[config.mk]
export PLATFORM = sky130hd
export DESIGN_NAME = uart_bridge
export DESIGN_NICKNAME = d
export VERILOG_FILES = /design/src/rtl/uart_bridge_pkg.sv /design/src/rtl/uart_bridge_sync_fifo.sv /design/src/rtl/uart_bridge.sv
export SDC_FILE = /design/constraint.sdc
export NUM_CORES = 1
export LEC_CHECK = 0
export BUFFER_PORTS_ARGS = -buffer_cell sky130_fd_sc_hd__buf_2
export CORE_ASPECT_RATIO = 1.2
export CORE_MARGIN = 1
export CORE_UTILIZATION = 66
export DETAILED_ROUTE_END_ITERATION = 16
export GPL_TIMING_DRIVEN = 1
export PLACE_DENSITY = 0.84
export SETUP_SLACK_MARGIN = 0.3
export SYNTH_ARGS = -nofsm -noshare
export SYNTH_HDL_FRONTEND = slang
export SYNTH_SLANG_ARGS = --single-unit
export TNS_END_PERCENT = 100
[constraint.sdc]
create_clock -name clk -period 6.86 [get_ports clk]
set_clock_uncertainty 0.1 [all_clocks]
set_input_delay 0.343 -clock clk [delete_from_list [all_inputs] [get_ports clk]]
set_output_delay 0.343 -clock clk [all_outputs]
set_load 0.02 [all_outputs]
[src/rtl/uart_bridge_pkg.sv]
// Shared definitions for the uart_bridge CPU front-end: register map,
// status bit positions, uart status bits and poll FSM states.
package uart_bridge_pkg;

    localparam logic [1:0] REG_DATA  = 2'd0;
    localparam logic [1:0] REG_STAT  = 2'd1;
    localparam logic [1:0] REG_CTRL  = 2'd2;
    localparam logic [1:0] REG_RXCNT = 2'd3;

    localparam int ST_TXFULL   = 7;
    localparam int ST_RXNEMPTY = 6;
    localparam int ST_RXOVR    = 5;
    localparam int ST_TXEMPTY  = 4;
    localparam int ST_TXOVF    = 3;

    localparam int U_TXBUSY = 7;
    localparam int U_RXOK   = 6;

    typedef enum logic [1:0] {
        POLL  = 2'd0,
        STAT  = 2'd1,
        RXACK = 2'd2,
        TXWR  = 2'd3
    } poll_state_t;

endpackage

[src/rtl/uart_bridge_sync_fifo.sv]
// Single-clock FIFO with combinational head output and an AW+1 bit occupancy
// count so that a completely full FIFO (count == DEPTH) is representable.
module sync_fifo #(
    parameter int WIDTH = 8,
    parameter int DEPTH = 16,
    localparam int AW = $clog2(DEPTH)
) (
    input  logic             clk,
    input  logic             rst,
    input  logic             push,
    input  logic [WIDTH-1:0] din,
    input  logic             pop,
    output logic [WIDTH-1:0] dout,
    output logic             full,
    output logic             empty,
    output logic [AW:0]      count
);

    logic [WIDTH-1:0] mem [DEPTH];
    logic [AW-1:0]    wr_ptr_reg;
    logic [AW-1:0]    rd_ptr_reg;
    logic [AW:0]      count_reg;
    logic             do_push;
    logic             do_pop;

    assign full    = (count_reg == DEPTH[AW:0]);
    assign empty   = (count_reg == '0);
    assign count   = count_reg;
    assign dout    = mem[rd_ptr_reg];
    assign do_push = push & ~full;
    assign do_pop  = pop & ~empty;

    always_ff @(posedge clk or posedge rst) begin
        if (rst) begin
            wr_ptr_reg <= '0;
            rd_ptr_reg <= '0;
            count_reg  <= '0;
        end else begin
            if (do_push)
                wr_ptr_reg <= wr_ptr_reg + 1'b1;
            if (do_pop)
                rd_ptr_reg <= rd_ptr_reg + 1'b1;
            case ({do_push, do_pop})
                2'b10:   count_reg <= count_reg + 1'b1;
                2'b01:   count_reg <= count_reg - 1'b1;
                default: count_reg <= count_reg;
            endcase
        end
    end

    // Storage needs no reset: contents are only visible through the pointers.
    always_ff @(posedge clk) begin
        if (do_push)
            mem[wr_ptr_reg] <= din;
    end

endmodule

[src/rtl/uart_bridge.sv]
// Buffered 6502-side front-end for the 8-bit uart: TX/RX FIFOs, status/control/IRQ
// registers and a poll FSM that shuttles bytes between the FIFOs and the uart bus port.
module uart_bridge
    import uart_bridge_pkg::*;
#(
    parameter int DEPTH = 16,
    localparam int AW = $clog2(DEPTH)
) (
    input  logic       clk,
    input  logic       rst,
    input  logic [1:0] cpu_addr,
    input  logic       cpu_we,
    input  logic       cpu_re,
    input  logic [7:0] cpu_dbw,
    output logic [7:0] cpu_dbr,
    output logic       irq,
    output logic       u_addr,
    output logic       u_we,
    output logic [7:0] u_dbw,
    input  logic [7:0] u_dbr
);

    poll_state_t state_reg;
    logic        rx_ie_reg;
    logic        tx_ie_reg;
    logic        rx_ovr_reg;
    logic        tx_ovf_reg;

    logic        cpu_rd;
    logic        tx_push, tx_pop, tx_full, tx_empty;
    logic        rx_push, rx_pop, rx_full, rx_empty;
    logic [7:0]  tx_head, rx_head;
    logic [AW:0] tx_count, rx_count;
    logic        go_rx, go_tx, rx_ovr_set, tx_ovf_set, ctrl_wr;
    logic [7:0]  status;

    // A simultaneous write and read is treated as a write only.
    assign cpu_rd  = cpu_re & ~cpu_we;
    assign ctrl_wr = cpu_we && (cpu_addr == REG_CTRL);

    assign tx_push    = cpu_we && (cpu_addr == REG_DATA);
    assign tx_ovf_set = tx_push && tx_full;
    assign rx_pop     = cpu_rd && (cpu_addr == REG_DATA);

    // STAT decisions: a waiting rx byte wins; if it cannot be taken, TX may still go.
    assign go_rx      = (state_reg == STAT) && u_dbr[U_RXOK] && !rx_full;
    assign rx_ovr_set = (state_reg == STAT) && u_dbr[U_RXOK] && rx_full;
    assign go_tx      = (state_reg == STAT) && !go_rx && !u_dbr[U_TXBUSY] && !tx_empty;
    assign tx_pop     = go_tx;
    assign rx_push    = (state_reg == RXACK);

    sync_fifo #(.WIDTH(8), .DEPTH(DEPTH)) tx_q (
        .clk   (clk),
        .rst   (rst),
        .push  (tx_push),
        .din   (cpu_dbw),
        .pop   (tx_pop),
        .dout  (tx_head),
        .full  (tx_full),
        .empty (tx_empty),
        .count (tx_count)
    );

    sync_fifo #(.WIDTH(8), .DEPTH(DEPTH)) rx_q (
        .clk   (clk),
        .rst   (rst),
        .push  (rx_push),
        .din   (u_dbr),
        .pop   (rx_pop),
        .dout  (rx_head),
        .full  (rx_full),
        .empty (rx_empty),
        .count (rx_count)
    );

    always_comb begin
        status              = 8'h00;
        status[ST_TXFULL]   = tx_full;
        status[ST_RXNEMPTY] = ~rx_empty;
        status[ST_RXOVR]    = rx_ovr_reg;
        status[ST_TXEMPTY]  = tx_empty;
        status[ST_TXOVF]    = tx_ovf_reg;
    end

    always_ff @(posedge clk or posedge rst) begin
        if (rst) begin
            cpu_dbr <= 8'h00;
        end else if (cpu_rd) begin
            case (cpu_addr)
                REG_DATA:  cpu_dbr <= rx_empty ? 8'h00 : rx_head;
                REG_STAT:  cpu_dbr <= status;
                REG_CTRL:  cpu_dbr <= {6'b0, tx_ie_reg, rx_ie_reg};
                REG_RXCNT: cpu_dbr <= 8'(rx_count);
            endcase
        end
    end

    // A flag set in the same cycle as a clear wins, so no event is lost.
    always_ff @(posedge clk or posedge rst) begin
        if (rst) begin
            rx_ie_reg  <= 1'b0;
            tx_ie_reg  <= 1'b0;
            rx_ovr_reg <= 1'b0;
            tx_ovf_reg <= 1'b0;
            irq        <= 1'b0;
        end else begin
            if (ctrl_wr) begin
                rx_ie_reg <= cpu_dbw[0];
                tx_ie_reg <= cpu_dbw[1];
            end
            if (ctrl_wr && cpu_dbw[7]) begin
                rx_ovr_reg <= 1'b0;
                tx_ovf_reg <= 1'b0;
            end
            if (rx_ovr_set)
                rx_ovr_reg <= 1'b1;
            if (tx_ovf_set)
                tx_ovf_reg <= 1'b1;
            irq <= (rx_ie_reg & ~rx_empty) | (tx_ie_reg & tx_empty);
        end
    end

    // u_* are loaded on entry to a state so they are valid during that state.
    always_ff @(posedge clk or posedge rst) begin
        if (rst) begin
            state_reg <= POLL;
            u_we      <= 1'b0;
            u_addr    <= 1'b0;
            u_dbw     <= 8'h00;
        end else begin
            case (state_reg)
                POLL: begin
                    // Right after reset u_addr is 0, so spend one extra POLL
                    // cycle addressing status before trusting STAT.
                    u_we <= 1'b0;
                    if (u_addr) begin
                        state_reg <= STAT;
                        u_addr    <= 1'b0;
                    end else begin
                        u_addr <= 1'b1;
                    end
                end
                STAT: begin
                    if (go_rx) begin
                        state_reg <= RXACK;
                        u_we      <= 1'b1;
                        u_addr    <= 1'b1;
                    end else if (go_tx) begin
                        state_reg <= TXWR;
                        u_we      <= 1'b1;
                        u_addr    <= 1'b0;
                        u_dbw     <= tx_head;
                    end else begin
                        state_reg <= POLL;
                        u_we      <= 1'b0;
                        u_addr    <= 1'b1;
                    end
                end
                RXACK, TXWR: begin
                    state_reg <= POLL;
                    u_we      <= 1'b0;
                    u_addr    <= 1'b1;
                end
            endcase
        end
    end

endmodule

==> metrics.cfg <==
[yosys]
syn_area_um2=12400
ys_warn_count=0
synth_seq_area_share=0.723
ys_ff_latch=307
syn_avg_cell_area_um2=18.6
synthDistinctLibCells=49
syn-num-nets=709
syn_inst=667

[min_path]
worstHoldPathType=in -> async

[layout]
fin_nets=753
post-route-util=0.746
stdcell_count=984
multi_input_area_um2=3210
area_growth_pct=10.1
most-common-layout-cells=256 x edfxtp_1, 64 x mux4_2, 48 x dfrtp_1
fillerInstances=988
n_antenna_cell=0
reg_top3=rx_q.mem (128), tx_q.mem (128)
layout_commonest_cell=edfxtp_1
final-seq-area_um2=8970
fin_area_um2=13700
drive_above_1_share=0.238

[clock_network]
clock_sinks=307
numCtsBuffers=27
clockBufferDepth=3
cts_setup_buffers=0
cts_tree=done
worstSkewPairLatency_ns=0.53
ctsRootBufferMaster=clkbuf_16
clk_pin_slew_ns=0.06
cts_hold_buf=0
htreeDepth=1
cts_resized=0

[timing]
post-route-period-util=0.536
timing.hold.ws_ns=-0.0135
rsz0062_at_grt=false
setup_viol=0
maxSlewViolCount=0
finalHoldViolations=19
slew_headroom=0.274
worst_pin_slew_ns=1.09
setup-tns-final_ns=0
min_period_ns=3.68
fmax_mhz=272

[global_route]
grt-busiest-layer=met2
grt_use_total=0.264
grt_max_degree=52
antenna_found_initial=0
grt.met1_usage=0.330
grt-ovfl-total=0
grt_pass1_vias=6511
grtUsageMet3=0.0355
use_met2=0.475
grt_pass1_wl_um=37800

[placement]
port_buffers=40
globalplace.congestion=0.807
dpl-instance-area_um2=12800
dp_hpwl_um=15600
dpl.cell_count=934

[drt]
ant_nets=0
vias=6211
postRouteWirelength_um=24400
drt-initial-drc-count=406
drc=0
detail_route.first_pass.iterations=5
wire_per_inst_um=24.8
vias_per_cell=6.31

[worst_setup_path]
reg2reg_depth=11
crit_fanout=19
endpoint_kind=flip-flop
worstPathArrival_ns=4.04
r2r-end=tx_q.count[4]$_DFFE_PP0P_
critPathKind=reg -> reg
r2r_slack_ns=3.18
r2r-start=tx_q.count[0]$_DFFE_PP0P_
worstPathRequired_ns=7.22
start_kind=flip-flop

[die]
core_um2=18300
die_w_um=127
initial_utilization=0.678
placementRows=54
die-area_um2=19400
die_y_um=152
io_pins=41

[power]
power_leakage_nw=4.77
ir_worst_vdd_uv=256
powerDensity_nw_per_um2=377

[run]
maxCapViolCount=0

[run_status]
status=finished, violations left
violations=negative hold slack

## how the worst max path moves through the flow
stage,startpoint,endpoint,slack [ns],cells past startpoint
2_1_floorplan,rx_q.count[0]$_DFFE_PP0P_,tx_q.count[4]$_DFFE_PP0P_,3.81,13
3_3_place_gp,tx_q.count[0]$_DFFE_PP0P_,tx_q.count[4]$_DFFE_PP0P_,3.37,11
3_5_place_dp,tx_q.count[0]$_DFFE_PP0P_,tx_q.count[4]$_DFFE_PP0P_,3.22,11
4_1_cts,tx_q.count[0]$_DFFE_PP0P_,tx_q.count[4]$_DFFE_PP0P_,3.20,11
5_1_grt,tx_q.count[0]$_DFFE_PP0P_,tx_q.count[4]$_DFFE_PP0P_,2.90,11
6_report,tx_q.count[0]$_DFFE_PP0P_,tx_q.count[4]$_DFFE_PP0P_,3.18,11
## critical path, cell delays in order, from the launching register on
cell and delay (ns):
dfrtp_1 0.44, nor4_1 0.53, nor2b_1 0.35, a2111o_1 0.66
inv_6 0.07, ha_1 0.28, ha_1 0.33, nor2b_1 0.14
o21ai_0 0.21, a21oi_1 0.11, nor3_1 0.22, xor2_1 0.15
## cells by family after synthesis
kind of cell | count (synthesis) | synth area share
buffers and inverters | 52 | 0.0185
adders and majority gates | 20 | 0.0214
DFF | 307 | 0.723
xor gates and xnor gates | 20 | 0.0147
muxes | 88 | 0.137
and+or+nand+nor | 110 | 0.0469
AOI/OAI and AO/OA | 70 | 0.0394
## synth_stat cells, drive strengths merged
| master | n | share of area |
|---|---|---|
| nor2b | 7 | 0.0035 |
| nor4 | 3 | 0.0027 |
| nand4b | 1 | 0.00071 |
| dfrtp | 51 | 0.10 |
| a2111o | 1 | 0.00091 |
| o211ai | 4 | 0.0024 |
| a221o | 1 | 0.00081 |
| nand2 | 31 | 0.0096 |
| nor3 | 8 | 0.0032 |
| a311oi | 1 | 0.00071 |
| clkbuf | 15 | 0.0045 |
| a21o | 10 | 0.0061 |
| a2bb2oi | 3 | 0.0021 |
| nand2b | 5 | 0.0025 |
| a22oi | 17 | 0.010 |
| fa | 2 | 0.0032 |
| and2b | 1 | 0.00061 |
| o311ai | 1 | 0.00071 |
| nor2 | 24 | 0.0073 |
| mux2 | 10 | 0.0091 |
| buf | 17 | 0.0075 |
| ha | 18 | 0.018 |
| a211oi | 1 | 0.00061 |
| and2 | 10 | 0.0050 |
| mux2i | 14 | 0.011 |
| a21oi | 19 | 0.0080 |
| and3 | 11 | 0.0055 |
| edfxtp | 256 | 0.62 |
| nand3b | 1 | 0.00061 |
| mux4 | 64 | 0.12 |
| o31ai | 1 | 0.00061 |
| or3b | 1 | 0.00071 |
| xnor2 | 14 | 0.010 |
| a2111oi | 1 | 0.0022 |
| and3b | 1 | 0.00071 |
| inv | 20 | 0.0065 |
| o21ai | 10 | 0.0040 |
| xor2 | 6 | 0.0042 |
| nand3 | 1 | 0.00040 |
| nand4 | 5 | 0.0037 |
## power breakdown
group / leakage [nW] / switching, mW / total, mW / internal, mW
Clock: 0.420 / 0.624 / 1.42 / 0.801
Sequential: 2.93 / 0.202 / 2.40 / 2.20
Combinational: 1.42 / 0.699 / 1.32 / 0.626
Total: 4.77 / 1.52 / 5.15 / 3.63
## through the flow
stage	setup slack, ns	power [mW]
after floorplan	3.81	3.40
after global placement	3.37	3.69
after detailed placement	3.22	3.76
after CTS	3.20	5.19
after global routing	2.90	5.38
final	3.18	5.15
## layer usage
layer / up-vias / share of wire / wire length (um)
met4: 0 / 0.030 / 733
met5: - / 0 / 0
met1: 3226 / 0.37 / 9050
met2: 218 / 0.55 / 13400
met3: 51 / 0.048 / 1160
li1: 2716 / - / -
## final cells by class
class                   instances  share of cell area
well taps                     252              0.0231
clock inverters                13             0.00641
multi-input cells             308               0.235
repair buffers                 47              0.0185
inverters                      20             0.00586
flip-flops and latches        307               0.656
clock buffers                  37              0.0548
No activity file was read; power rests on OpenSTA's default activity.
